`config.mk`:
```
export PLATFORM = sky130hd
export DESIGN_NAME = fwd_hazard_ctrl
export DESIGN_NICKNAME = d
export VERILOG_FILES = /design/src/rtl/control_pkg.sv /design/src/rtl/fwd_tag_pipe.sv /design/src/rtl/fwd_hazard_ctrl.sv
export SDC_FILE = /design/constraint.sdc
export NUM_CORES = 1
export LEC_CHECK = 0
export CORE_AREA = 5 5 58 60
export DETAILED_ROUTE_END_ITERATION = 8
export DIE_AREA = 0 0 63 65
export DONT_BUFFER_PORTS = 1
export HOLD_SLACK_MARGIN = 0.06
export REMOVE_ABC_BUFFERS = 1
export SLEW_MARGIN = 20
export SYNTH_ARGS = -nofsm -noshare
export SYNTH_HDL_FRONTEND = slang
export SYNTH_SLANG_ARGS = --single-unit
export TNS_END_PERCENT = 50
```
`constraint.sdc`:
```
create_clock -name i_clk -period 2 [get_ports i_clk]
set_input_delay 0.2 -clock i_clk [delete_from_list [all_inputs] [get_ports i_clk]]
set_output_delay 0.2 -clock i_clk [all_outputs]
set_load 0.02 [all_outputs]
```
`src/rtl/control_pkg.sv`:
```
// Shared types for the forwarding/hazard controller: per-stage writer tags
// and the forward-select encoding.
package control_pkg;

    localparam int MAX_RAW = 8;

    typedef enum logic [1:0] {
        FWD_RF  = 2'd0,
        FWD_EX  = 2'd1,
        FWD_MEM = 2'd2,
        FWD_WB  = 2'd3
    } fwd_sel_e;

    typedef struct packed {
        logic               valid;
        logic [MAX_RAW-1:0] rd;
        logic               reg_write;
        logic               is_load;
        logic               is_mc;
    } tag_t;

    function automatic int fwd_sel_width(input int nstage);
        return (nstage < 1) ? 1 : $clog2(nstage + 1);
    endfunction

endpackage

```
`src/rtl/fwd_tag_pipe.sv`:
```
// Writer-tag shift register. Freeze holds stage 1 (multicycle op resident)
// and feeds stage 2 a bubble; otherwise stage 1 takes the decode tag or a bubble.
module fwd_tag_pipe
    import control_pkg::*;
#(
    parameter int NSTAGE = 3,
    parameter int RAW    = 5
) (
    input  logic i_clk,
    input  logic i_rst,
    input  logic i_freeze,
    input  logic i_capture,
    input  tag_t i_tag,
    output tag_t o_tag [1:NSTAGE]
);

    localparam logic [MAX_RAW-1:0] RD_MASK = MAX_RAW'((1 << RAW) - 1);

    logic r_vld [1:NSTAGE];
    tag_t r_tag [1:NSTAGE];
    tag_t w_in;

    always_comb begin
        w_in    = i_tag;
        w_in.rd = i_tag.rd & RD_MASK;
    end

    // Only the valid bits carry reset; payload is qualified by them.
    always_ff @(posedge i_clk or posedge i_rst) begin
        if (i_rst) begin
            for (int k = 1; k <= NSTAGE; k++) r_vld[k] <= 1'b0;
        end else begin
            if (!i_freeze) r_vld[1] <= i_capture;
            for (int k = 2; k <= NSTAGE; k++)
                r_vld[k] <= (i_freeze && k == 2) ? 1'b0 : r_vld[k-1];
        end
    end

    always_ff @(posedge i_clk) begin
        if (!i_freeze) r_tag[1] <= w_in;
        for (int k = 2; k <= NSTAGE; k++) r_tag[k] <= r_tag[k-1];
    end

    always_comb begin
        for (int k = 1; k <= NSTAGE; k++) begin
            o_tag[k]       = r_tag[k];
            o_tag[k].valid = r_vld[k];
        end
    end

endmodule

```
`src/rtl/fwd_hazard_ctrl.sv`:
```
// Operand forwarding select, load-use stall and multicycle-occupancy control
// for the decode stage, driven from registered writer tags of later stages.
module fwd_hazard_ctrl
    import control_pkg::*;
#(
    parameter int NSRC   = 2,
    parameter int NSTAGE = 3,
    parameter int RAW    = 5,
    parameter int MC_LAT = 4
) (
    input  logic                                       i_clk,
    input  logic                                       i_rst,
    input  logic                                       i_id_valid,
    input  logic [NSRC-1:0][RAW-1:0]                   i_id_rs,
    input  logic [NSRC-1:0]                            i_id_rs_used,
    input  logic [RAW-1:0]                             i_id_rd,
    input  logic                                       i_id_reg_write,
    input  logic                                       i_id_is_load,
    input  logic                                       i_id_is_mc,
    input  logic                                       i_flush,
    output logic [NSRC-1:0][fwd_sel_width(NSTAGE)-1:0] o_fwd_sel,
    output logic                                       o_stall,
    output logic                                       o_mc_busy
);

    localparam int SELW  = fwd_sel_width(NSTAGE);
    localparam int CNT_W = $clog2(MC_LAT + 1);

    tag_t             w_tag [1:NSTAGE];
    tag_t             w_id_tag;
    logic [NSRC-1:0]  w_lu;
    logic             w_busy;
    logic             w_stall;
    logic             w_capture;
    logic [CNT_W-1:0] r_cnt;

    always_comb begin
        w_id_tag           = '0;
        w_id_tag.valid     = 1'b1;
        w_id_tag.rd        = MAX_RAW'(i_id_rd);
        w_id_tag.reg_write = i_id_reg_write;
        w_id_tag.is_load   = i_id_is_load;
        w_id_tag.is_mc     = i_id_is_mc;
    end

    // Scanning oldest to youngest lets the youngest writer overwrite; a load
    // in stage 1 has no data yet, so it flags load-use and leaves older matches.
    for (genvar i = 0; i < NSRC; i++) begin : g_src
        logic [SELW-1:0] w_sel;
        logic            w_hit_load;

        always_comb begin
            w_sel      = SELW'(FWD_RF);
            w_hit_load = 1'b0;
            for (int k = NSTAGE; k >= 1; k--) begin
                if (w_tag[k].valid && w_tag[k].reg_write && (w_tag[k].rd != '0) &&
                    (w_tag[k].rd == MAX_RAW'(i_id_rs[i])) && i_id_rs_used[i]) begin
                    if (k == 1 && w_tag[k].is_load) w_hit_load = 1'b1;
                    else                            w_sel      = SELW'(k);
                end
            end
        end

        assign o_fwd_sel[i] = w_sel;
        assign w_lu[i]      = w_hit_load;
    end

    assign w_busy    = (r_cnt != '0);
    assign w_stall   = i_id_valid && !i_flush && ((|w_lu) || w_busy);
    assign w_capture = i_id_valid && !i_flush && !w_stall;

    always_ff @(posedge i_clk or posedge i_rst) begin
        if (i_rst)                          r_cnt <= '0;
        else if (w_busy)                    r_cnt <= r_cnt - CNT_W'(1);
        else if (w_capture && i_id_is_mc)   r_cnt <= CNT_W'(MC_LAT - 1);
    end

    fwd_tag_pipe #(
        .NSTAGE (NSTAGE),
        .RAW    (RAW)
    ) u_pipe (
        .i_clk     (i_clk),
        .i_rst     (i_rst),
        .i_freeze  (w_busy),
        .i_capture (w_capture),
        .i_tag     (w_id_tag),
        .o_tag     (w_tag)
    );

    assign o_stall   = w_stall;
    assign o_mc_busy = w_busy;

endmodule

```
## Word-level counts from Yosys, hierarchy flattened

Memories as Yosys holds them, arrays and structs flattened.
Cells that the tools add are included.

| cells by class | value |
|---|---|
| add/subtract/negate cells | 1 |
| equal/unequal tests | 6 |
| multiplexer cells | 15 |
| reduce and logical (&&, ||, !) cells | 31 |

Operator list:

| operator | count |
|---|---|
| $eq A8 B5 Y1 | 6 |
| $reduce_bool A8 Y1 | 3 |
| $logic_and A1 B1 Y1 | 22 |
| $mux W2 | 8 |
| $mux W3 | 2 |
| $mux W1 | 5 |
| $reduce_bool A3 Y1 | 1 |
| $sub A3 B1 Y3 const B | 1 |
| $logic_not A1 Y1 | 2 |
| $reduce_bool A2 Y1 | 1 |
| $reduce_or A2 Y1 | 1 |
| $logic_or A1 B1 Y1 | 1 |

| storage, ports and cells | value |
|---|---|
| flip-flop bits (word level) | 6 |
| bits in writable memories | 36 |
| bits of input ports | 24 |
| word-level logic and storage cells | 58 |
| memories | 1 |

Memories:

| name | depth | bits a word | read ports | clocked after memory_dff | write ports | line | RTL |
|---|---|---|---|---|---|---|---|
| u_pipe.r_tag | 3 | 12 | 3 | 0 | 3 | fwd_tag_pipe.sv:20 | `tag_t r_tag [1:NSTAGE];` |

## Depth between registers and ports, before layout

Gate-level depths: netlist (run 1).
An unclocked memory read counts as a cell.

| logic depth | value |
|---|---|
| depth in word-level cells | 14 |
| mapped depth | 6 |

## Cells and area by module

A second synthesis (run 1) with hierarchy kept.

| unflattened totals | value |
|---|---|
| cell total of the unflattened synthesis | 133 |
| area, all modules | 1440.1 um2 |

By module, submodules not included:

| module | instances | cells each | area an instance (um2) |
|---|---|---|---|
| fwd_tag_pipe | 1 | 41 | 738.2 |
| fwd_hazard_ctrl | 1 | 92 | 701.9 |

## Least setup slack after synthesis (run 1)

Ideal clock, no wire load.

| timing path | value |
|---|---|
| path kind | reg2out |
| start | reg u_pipe.r_tag[0][16] (netlist name) |
| end | out o_fwd_sel[1] in the netlist's numbering |
| arrival time | 1604 ps |
| slack | 196 ps |
| stages on the path, launching flop included | 5 |
| cell sequence | edfxtp_1 -> or4_4 -> o211ai_1 -> nor3_1 -> a21oi_1 |

RTL lines:

| what | line | RTL |
|---|---|---|
| end, declared | fwd_hazard_ctrl.sv:21 | `output logic [NSRC-1:0][fwd_sel_width(NSTAGE)-1:0] o_fwd_sel,` |

==> qor.log, run 1 <==
qor: status.outcome complete, but fails checks
qor: status.violations setup timing
qor: layout.layout-drive-gt1-share 17.1%
qor: power.p_clk_share 14.8%
qor: timing.fmax 454 MHz
qor: layout.mostFrequentLayoutCell xnor2_1
qor: power.internal_power 1010 uW
qor: route.finalWirelength 2600 um
qor: timing.timing.max_slew.rel_slack 73.5%
qor: synth.synth_ff_type dfxtp_1
qor: power.power.share.sequential 52.7%
qor: flow_run.max_cap_violations 0
qor: worst_setup_path.setup.worst_path.start_class flop
qor: layout.finalCoreUtilization 51.3%
qor: timing.worstMarginPinSlew 0.398 ns
qor: power.power.density_cell_area 1020 nW/um^2
qor: global_routing.grtUsageTotal 12.8%
qor: timing.finalSetupViolations 5
qor: synth.number_of_unique_standard_cell_types_used_by_synthesis 35
qor: worst_setup_path.critPathTopFamily simple AND/OR/NAND/NOR gates
qor: worst_setup_path.cp_data_arrival_time 2.00 ns
qor: synth.synthArstFlopShare 24.0%
qor: power.design_power_total 1500 uW
qor: power.p_leak 0.000559 uW
qor: clock_network.clkLatencyLatePin 0.31 ns
qor: power.comb_power_share 32.5%
qor: route.via_per_inst 5.43
qor: timing.timing.hold.ws 0.0978 ns
qor: route.avgRoutedWirePerCell 16.0 um
qor: worst_setup_path.cpPeakStageDelay 0.57 ns
qor: synth.yosys_register_bits 25
qor: timing.final.setup.worst_slack -0.204 ns
qor: synth.synthesis.area 1230 sq um
qor: die.initial_core_util 42.8%
qor: power.net-switching-power 486 uW
qor: die.chipHeight 65 um
qor: die.die_w 63 um
qor: global_routing.initial_antenna_violation_count 0
qor: global_routing.largest_net_degree_at_the_start_of_global_routing 14
qor: clock_network.cts_inserted_buffers 3
qor: synth.syn-mean-instance-area 11.6 sq um
qor: power.irDropWorstVdd 0.585 mV
qor: synth.netlist_instances 106
qor: place.io_buffers 0
qor: clock_network.clock_pin_slew_of_the_registers_on_the_worst_case_setup_and_hold_paths 0.13 ns
qor: clock_network.cts_max_path_buffers 2
qor: die.fp.dieArea 4100 sq um
qor: route.drt-initial-drc-count 21
qor: synth.sequential_to_total_area_share_from_yosys_stat 48.8%
qor: clock_network.clock_tree.htree_level_count 1
qor: place.post-place-cells 145
qor: layout.syn_to_final_growth 19.8%
qor: route.via_count 880
qor: global_routing.first_pass_grt_wire_length 4120 um
qor: die.floorplan.core_area 2880 sq um
qor: layout.final_cell_mix xnor2_1, xor2_1, dfxtp_1
qor: route.remaining_drc_errors 0
qor: synth.synth.yosys.warnings 0
qor: worst_setup_path.timing.critical_path.buf_inv 1
qor: global_routing.grt.overflow.total 0
qor: synth.synth_enable_flop_cells 7
qor: global_routing.grt_pass1_vias 922
qor: worst_setup_path.worst-path-max-fanout 4
qor: min_path.tightest_hold_check_type in2reg
qor: timing.layout_worst_path_cycle_share 110%
qor: place.detailedPlacementHpwl 2070 um
qor: timing.period_needed 2.20 ns
qor: clock_network.cts_tree done
qor: clock_network.cts.root.buffer_cell clkbuf_4
qor: clock_network.cts.sink_count 25
qor: timing.hold_viol_final 0
qor: timing.setup_tns -0.963 ns
qor: power.switching_share 32.4%
qor: timing.timing_max_transition_violations_final 0
qor: worst_setup_path.timing.critical_path.cells or4_4, o211ai_1, nor3_1, a21oi_1, buf_4
qor: worst_setup_path.worstPathRequired 1.80 ns
qor: route.dr.pass1.iters 4
qor: layout.layout.nets 156
qor: route.detail-route-antenna-nets 0
qor: layout.final_std_cells_w_o_fill 162
qor: timing.timing.clock.skew 0.00338 ns
qor: worst_setup_path.setup.worst_path.class reg2out
qor: timing.rsz0062_at_grt true
qor: worst_setup_path.worst_setup_path_end_kind primary output
qor: die.rows 20
qor: layout.antenna_diodes 0
qor: die.boundaryPins 30
qor: worst_setup_path.critical-path-slowest-cell or4_4
qor: place.finalWeightedCongestion 0.881
[path summary, 6_finish.rpt]
kind	from	end	slack, ns	cells past startpoint
min in group asynchronous	i_rst	u_pipe.o_tag[35]$_DFFE_PP0P_	0.22	2
max in group asynchronous	i_rst	u_pipe.o_tag[23]$_DFF_PP0_	1.58	2
max	u_pipe.r_tag[0][16]$_DFFE_PP_	o_fwd_sel[3]	-0.20	5
min reg2reg	u_pipe.r_tag[0][26]$_DFF_P_	u_pipe.r_tag[0][38]$_DFF_P_	0.38	0
min	i_id_is_mc	r_cnt[1]$_DFFE_PP0P_	0.1	2
max reg2reg	u_pipe.r_tag[0][18]$_DFFE_PP_	r_cnt[1]$_DFFE_PP0P_	0.26	5
[metrics by stage]
step	worst slack (ns)	area, sq um
after floorplan	0.196	1230
after detailed placement	0.0783	1320
after global placement	0.159	1320
final	-0.204	1480
after CTS	-0.193	1460
after global routing	-0.320	1480
[routing by layer]
layer | vias to the layer above | global-route usage, % | wire (um)
met4 | 0 | 6.63 | 38
met5 | - | 0 | 0
met1 | 414 | 16.1 | 1150
li1 | 432 | - | -
met3 | 4 | 3.12 | 214
met2 | 30 | 20.3 | 1200
[flip-flops by register name (all words and copies together), names as in the netlist]
register,flops
u_pipe.r_tag,19
r_cnt,3
u_pipe.o_tag,3
[Yosys cell counts (2+ instances only)]
cell      instances  share of area [%]
xnor2_1          19                 14
dfxtp_1          12                 20
xor2_1           12                8.5
edfxtp_1          7                 17
dfrtp_1           6                 12
inv_1             4                1.2
nand3_1           3                1.2
nand4_1           3                1.5
nor2_1            3               0.91
nor3_1            3                1.2
a211oi_1          2                1.2
a21o_1            2                1.2
a21oi_1           2               0.81
a41o_1            2                1.6
and2_1            2                1.0
ha_1              2                2.0
nor4_1            2                1.0
o211ai_1          2                1.2
or4_1             2                1.2
[kinds of logic (layout without fill, tap and decap cells)]
logic type,Yosys count,after routing,synth area share [%]
XOR/XNOR,31,31,22.1
adder cells (fa/ha/maj),2,2,2.03
flip-flops,25,25,48.8
AND/OR/NAND/NOR,27,27,13.9
multiplexers,1,1,0.915
AO/OA/AOI/OAI,16,16,11.1
buffers and inverters,4,27,1.22
[what timing repair did]
item	4_1_cts	5_1_grt
setup buffers	2	2
hold buffers	9	0
pin swaps	2	0
resized for setup	3	0
endpoints found under the hold margin	14	0
setup endpoints to repair	5	5
[cell type report]
type / instances / area, sq um
inverters: 4 / 15.0
clock buffers: 4 / 26.3
multi-input cells: 77 / 627
repair buffers: 19 / 165
well taps: 33 / 41.3
fillers: 259 / 1400
flip-flops and latches: 25 / 601
[power groups by stage]
stage,Combinational [uW],Sequential [uW],Clock [uW]
detailed placement,446,804,0
global placement,435,798,0
finish,487,790,221
floorplan,354,777,0
CTS,482,789,228
global route,544,809,247
(Power assumes the default switching activity.)
==> run 2, diff against run 1 <==
--- a/config.mk
+++ b/config.mk
@@ -5,12 +5,14 @@
 export SDC_FILE = /design/constraint.sdc
 export NUM_CORES = 1
 export LEC_CHECK = 0
+export CAP_MARGIN = 40
 export CORE_AREA = 5 5 58 60
 export DETAILED_ROUTE_END_ITERATION = 8
 export DIE_AREA = 0 0 63 65
 export DONT_BUFFER_PORTS = 1
 export HOLD_SLACK_MARGIN = 0.06
 export REMOVE_ABC_BUFFERS = 1
+export SKIP_CTS_REPAIR_TIMING = 1
 export SLEW_MARGIN = 20
 export SYNTH_ARGS = -nofsm -noshare
 export SYNTH_HDL_FRONTEND = slang
==> run 2 against run 1 <==
  * The flow still finishes with violations (setup timing)
  * Final area is 0.17% lower
  * Routed wire length is 0.19% higher
  * Sequential share of layout area is 0.069 points higher
  * Critical path type unchanged
  * Critical endpoint is now o_fwd_sel[0]
  * Largest power group unchanged
==> qor.log, run 2 (same netlist as run 1, synthesis figures left out) <==
qor: route.via_count 868
qor: die.die_w 63 um
qor: clock_network.cts.root.buffer_cell clkbuf_4
qor: worst_setup_path.timing.critical_path.buf_inv 0
qor: worst_setup_path.worstPathRequired 1.80 ns
qor: worst_setup_path.setup.worst_path.start_class flop
qor: die.initial_core_util 42.8%
qor: clock_network.clkLatencyLatePin 0.32 ns
qor: min_path.holdPathStages 2
qor: route.remaining_drc_errors 0
qor: worst_setup_path.cpPeakStageDelay 0.57 ns
qor: clock_network.cts_max_path_buffers 2
qor: timing.timing.clock.skew 0.00248 ns
qor: layout.layout-drive-gt1-share 16.5%
qor: min_path.tightest_hold_check_type in2reg
qor: timing.period_needed 2.23 ns
qor: clock_network.cts.sink_count 25
qor: worst_setup_path.cp_data_arrival_time 2.03 ns
qor: worst_setup_path.critPathTopFamily simple AND/OR/NAND/NOR gates
qor: clock_network.cts_tree done
qor: layout.largest_reg_flops 19
qor: route.dr.pass1.iters 4
qor: global_routing.grt_pass1_vias 914
qor: route.finalWirelength 2600 um
qor: route.detail-route-antenna-nets 0
qor: clock_network.clock_tree.htree_level_count 1
qor: layout.layout.nets 154
qor: timing.timing_max_transition_violations_final 0
qor: layout.multi_input_area 639 sq um
qor: die.rows 20
qor: place.finalWeightedCongestion 0.881
qor: worst_setup_path.worst-path-max-fanout 4
qor: global_routing.initial_antenna_violation_count 0
qor: layout.largest_register u_pipe.r_tag
qor: flow_run.max_cap_violations 0
qor: layout.mostFrequentLayoutCell xnor2_1
qor: timing.finalSetupViolations 5
qor: die.floorplan.core_area 2880 sq um
qor: worst_setup_path.cp_num_cells 4
qor: layout.syn_to_final_growth 19.6%
qor: power.irDropWorstVdd 0.593 mV
qor: layout.final_std_cells_w_o_fill 160
qor: route.avgRoutedWirePerCell 16.3 um
qor: timing.timing.max_slew.rel_slack 73.5%
qor: place.detailedPlacementHpwl 2070 um
qor: layout.antenna_diodes 0
qor: clock_network.clock_pin_slew_of_the_registers_on_the_worst_case_setup_and_hold_paths 0.13 ns
qor: worst_setup_path.critical-path-slowest-cell or4_4
qor: status.violations setup timing
qor: global_routing.largest_net_degree_at_the_start_of_global_routing 14
qor: die.boundaryPins 30
qor: timing.timing.hold.ws 0.0964 ns
qor: layout.finalInstanceArea 1470 sq um
qor: worst_setup_path.timing.critical_path.cells or4_4, o211ai_1, nor3_1, a41o_2
qor: place.io_buffers 0
qor: global_routing.grtUsageTotal 12.7%
qor: route.via_per_inst 5.43
qor: layout.filler_cell_count 257
qor: die.fp.dieArea 4100 sq um
qor: timing.layout_worst_path_cycle_share 112%
qor: route.drt-initial-drc-count 17
qor: worst_setup_path.worst_setup_path_end_kind primary output
qor: global_routing.grt.overflow.total 0
qor: layout.layout.area.seq 601 sq um
qor: worst_setup_path.timing.reg2reg.worst_path_depth 5
qor: clock_network.cts_inserted_buffers 3
qor: timing.hold_viol_final 0
qor: worst_setup_path.setup.worst_path.class reg2out
qor: timing.rsz0062_at_grt true
qor: timing.final.setup.worst_slack -0.234 ns
qor: place.dpl_cell_area 1320 sq um
qor: layout.final_cell_mix xnor2_1, xor2_1, dfxtp_1
qor: power.power.density_cell_area 1010 nW/um^2
qor: global_routing.first_pass_grt_wire_length 4060 um
qor: timing.fmax 448 MHz
qor: status.outcome complete, but fails checks
qor: timing.worstMarginPinSlew 0.397 ns
qor: layout.finalCoreUtilization 51.2%
qor: place.post-place-cells 145
qor: power.p_leak 0.000548 uW
qor: die.chipHeight 65 um
-- run 2: changes by cell type in the layout (fill, tap and decap cells not counted), sizes merged --
cell | before | now
buf | 10 | 8
-- run 2: cell type report --
cell class | count | area share [%]
clock buffer | 4 | 1.78
inverter | 4 | 1.02
multi-input combinational | 77 | 43.4
sequential | 25 | 40.8
tap | 33 | 2.80
timing repair buffer | 17 | 10.2
-- run 2: path summary, 6_finish.rpt --
path	end	slack, ns	from
max	o_fwd_sel[0]	-0.23	u_pipe.r_tag[0][16]$_DFFE_PP_
max reg2reg	r_cnt[1]$_DFFE_PP0P_	0.26	u_pipe.r_tag[0][18]$_DFFE_PP_
min in group asynchronous	u_pipe.o_tag[35]$_DFFE_PP0P_	0.22	i_rst
min reg2reg	u_pipe.r_tag[0][38]$_DFF_P_	0.38	u_pipe.r_tag[0][26]$_DFF_P_
max in group asynchronous	u_pipe.o_tag[23]$_DFF_PP0_	1.59	i_rst
min	r_cnt[1]$_DFFE_PP0P_	0.1	i_id_is_mc
-- run 2: power by group --
part           total [uW]  internal, uW  switching [uW]
clock network         221          78.1             143
logic                 475           256             219
registers             793           669             124
total                1490          1000             486
-- run 2: layer usage --
layer	part of all wire [%]	vias to the layer above	GRT usage [%]
li1	-	425	-
met1	45	412	16.2
met2	46	26	19.5
met3	7.1	5	3.12
met4	2.1	0	6.90
met5	0	-	0
-- run 2: per-stage QoR --
stage	worst slack [ns]	TNS [ns]	power, uW
CTS	-0.298	-1.19	1470
finish	-0.234	-0.965	1490
detailed placement	0.0783	0	1250
global placement	0.159	0	1230
global route	-0.367	-1.59	1590
floorplan	0.196	0	1130
==> run 3, diff against run 2 <==
==> constraint.sdc (replaced) <==
create_clock -name i_clk -period 2.77 [get_ports i_clk]
set_input_delay 0.277 -clock i_clk [delete_from_list [all_inputs] [get_ports i_clk]]
set_output_delay 0.277 -clock i_clk [all_outputs]
set_load 0.02 [all_outputs]
==> run 3 against run 2 <==
  * The flow now finishes without violations
  * Final cell count is 5.6% lower
  * Final area shrank 6.3%
  * Clock power is 26% lower
  * Power decreased by 30%
  * Critical path depth is 1 higher
  * Via count is 4.6% lower
  * Core utilization decreased by 3.2 points
  * Worst setup slack better by 0.58 ns
  * Critical endpoint is now o_fwd_sel[2]
  * Largest cell class unchanged
==> qor.log, run 3 (same netlist as run 1, synthesis figures left out) <==
qor: layout.filler_cell_count 261
qor: timing.timing.clock.skew 0.0128 ns
qor: timing.timing.hold.ws 0.128 ns
qor: global_routing.first_pass_grt_wire_length 3940 um
qor: layout.layout.nets 145
qor: min_path.holdPathStages 1
qor: worst_setup_path.worst-path-max-fanout 4
qor: worst_setup_path.cp_data_arrival_time 2.14 ns
qor: timing.finalSetupViolations 0
qor: clock_network.cts_max_path_buffers 2
qor: die.initial_core_util 42.8%
qor: die.boundaryPins 30
qor: clock_network.clkLatencyLatePin 0.32 ns
qor: min_path.endpoint_with_the_worst_hold_slack r_cnt[0]$_DFFE_PP0P_
qor: worst_setup_path.timing.critical_path.buf_inv 0
qor: status.outcome finished, final reports clean
qor: power.power.density_cell_area 756 nW/um^2
qor: worst_setup_path.worst_setup_path_end_kind primary output
qor: place.post-place-cells 139
qor: timing.fmax 413 MHz
qor: worst_setup_path.rr_startpoint r_cnt[0]$_DFFE_PP0P_
qor: flow_run.max_cap_violations 0
qor: power.design_power_total 1040 uW
qor: timing.rsz0062_at_grt false
qor: layout.mostFrequentLayoutCell xnor2_1
qor: place.detailedPlacementHpwl 1940 um
qor: place.io_buffers 0
qor: layout.final_cell_mix xnor2_1, xor2_1, dfxtp_1
qor: timing.layout_worst_path_cycle_share 87.4%
qor: power.irDropWorstVdd 0.476 mV
qor: route.dr.pass1.iters 4
qor: layout.final_std_cells_w_o_fill 151
qor: die.fp.dieArea 4100 sq um
qor: timing.period_needed 2.42 ns
qor: worst_setup_path.reg2reg_slack 0.99 ns
qor: worst_setup_path.setup.worst_path.class reg2out
qor: route.drt-initial-drc-count 37
qor: min_path.hp-start i_id_is_mc
qor: die.die_w 63 um
qor: route.finalWirelength 2410 um
qor: worst_setup_path.setup.worst_path.start_class flop
qor: worst_setup_path.critical-path-slowest-cell edfxtp_1
qor: route.avgRoutedWirePerCell 16.0 um
qor: timing.setup_tns 0 ns
qor: timing.worstMarginPinSlew 0.448 ns
qor: route.detail-route-antenna-nets 0
qor: place.finalWeightedCongestion 0.797
qor: worst_setup_path.critical_path.reg2reg.endpoint r_cnt[0]$_DFFE_PP0P_
qor: worst_setup_path.worstPathRequired 2.49 ns
qor: layout.antenna_diodes 0
qor: global_routing.initial_antenna_violation_count 0
qor: clock_network.cts_inserted_buffers 3
qor: power.p_leak 0.000505 uW
qor: worst_setup_path.timing.reg2reg.worst_path_depth 6
qor: route.remaining_drc_errors 0
qor: clock_network.clock_pin_slew_of_the_registers_on_the_worst_case_setup_and_hold_paths 0.14 ns
qor: worst_setup_path.critPathTopFamily simple AND/OR/NAND/NOR gates
qor: die.chipHeight 65 um
qor: worst_setup_path.timing.critical_path.cells xor2_1, nor4_1, nand3_2, nor3_1, o21bai_1
qor: die.floorplan.core_area 2880 sq um
qor: global_routing.grtUsageTotal 12.4%
qor: global_routing.largest_net_degree_at_the_start_of_global_routing 15
qor: global_routing.grt.overflow.total 0
qor: route.via_per_inst 5.48
qor: layout.largest_reg_flops 19
qor: min_path.tightest_hold_check_type in2reg
qor: layout.layout-drive-gt1-share 8.47%
qor: route.via_count 828
qor: worst_setup_path.cpPeakStageDelay 0.49 ns
qor: layout.syn_to_final_growth 12.1%
qor: clock_network.clock_tree.htree_level_count 1
qor: die.rows 20
qor: clock_network.cts.root.buffer_cell clkbuf_4
qor: timing.hold_viol_final 0
qor: layout.largest_register u_pipe.r_tag
qor: global_routing.grt_pass1_vias 859
qor: timing.timing.max_slew.rel_slack 70.1%
qor: clock_network.cts_tree done
qor: timing.timing_max_transition_violations_final 0
qor: clock_network.cts.sink_count 25
run 3: cell types whose count changed in the layout (fill, tap and decap cells not counted):
cell	delta
o21bai_1	+1
buf_4	-8
nor3_2	-1
clkbuf_1	-1
a41o_2	-1
nor4_2	-1
o21bai_4	-1
clkinv_2	+1
a41o_1	+1
nor4_1	+1
nor3_1	+1
dlygate4sd3_1	-1
run 3: how the worst max path moves through the flow:
| stage | startpoint | cells after the start | slack, ns | to |
|---|---|---|---|---|
| finish | u_pipe.r_tag[0][18]$_DFFE_PP_ | 5 | 0.35 | o_fwd_sel[2] |
| global route | u_pipe.r_tag[0][18]$_DFFE_PP_ | 5 | 0.28 | o_fwd_sel[2] |
| CTS | u_pipe.r_tag[0][18]$_DFFE_PP_ | 5 | 0.36 | o_fwd_sel[2] |
| detailed placement | u_pipe.r_tag[0][18]$_DFFE_PP_ | 5 | 0.74 | o_fwd_sel[2] |
| global placement | u_pipe.r_tag[0][18]$_DFFE_PP_ | 5 | 0.78 | o_stall |
| floorplan | u_pipe.r_tag[0][16]$_DFFE_PP_ | 4 | 0.89 | o_fwd_sel[1] |
run 3: cell type report:
cell class | instances | area, sq um | area share, %
Clock inverter | 1 | 5.00 | 0.363
Clock buffer | 3 | 22.5 | 1.63
Tap cell | 33 | 41.3 | 2.99
Inverter | 4 | 15.0 | 1.09
Multi-Input combinational cell | 77 | 616 | 44.6
Timing Repair Buffer | 8 | 80.1 | 5.80
Sequential cell | 25 | 601 | 43.5
run 3: where the power goes:
part | switching (uW) | internal [uW] | leakage, uW
combinational | 144 | 158 | 0.000245
clock | 109 | 54.0 | 0.0000177
sequential | 95.2 | 483 | 0.000242
total | 348 | 695 | 0.000505
run 3: stage by stage:
stage / setup slack [ns] / cell area [sq um] / util, %
final: 0.348 / 1380 / 48.0
after global routing: 0.281 / 1380 / 48.0
after CTS: 0.359 / 1300 / 45.2
after detailed placement: 0.735 / 1270 / 44.2
after global placement: 0.780 / 1270 / 44.2
after floorplan: 0.889 / 1230 / -
run 3: worst register-to-register path: stages, from the launching register on:
cell and delay [ns]:
dfrtp_1 0.39, inv_1 0.08, ha_1 0.21, nand2b_1 0.30, inv_1 0.30, xnor2_1 0.20, a41o_1 0.21
run 3: per-layer routing:
metal,wire (um),vias up,GRT usage [%],part of all wire [%]
met2,1070,28,18.2,44
li1,-,412,-,-
met1,1160,386,17.1,48
met5,0,-,0,0
met4,17,0,5.57,0.70
met3,172,2,2.95,7.1
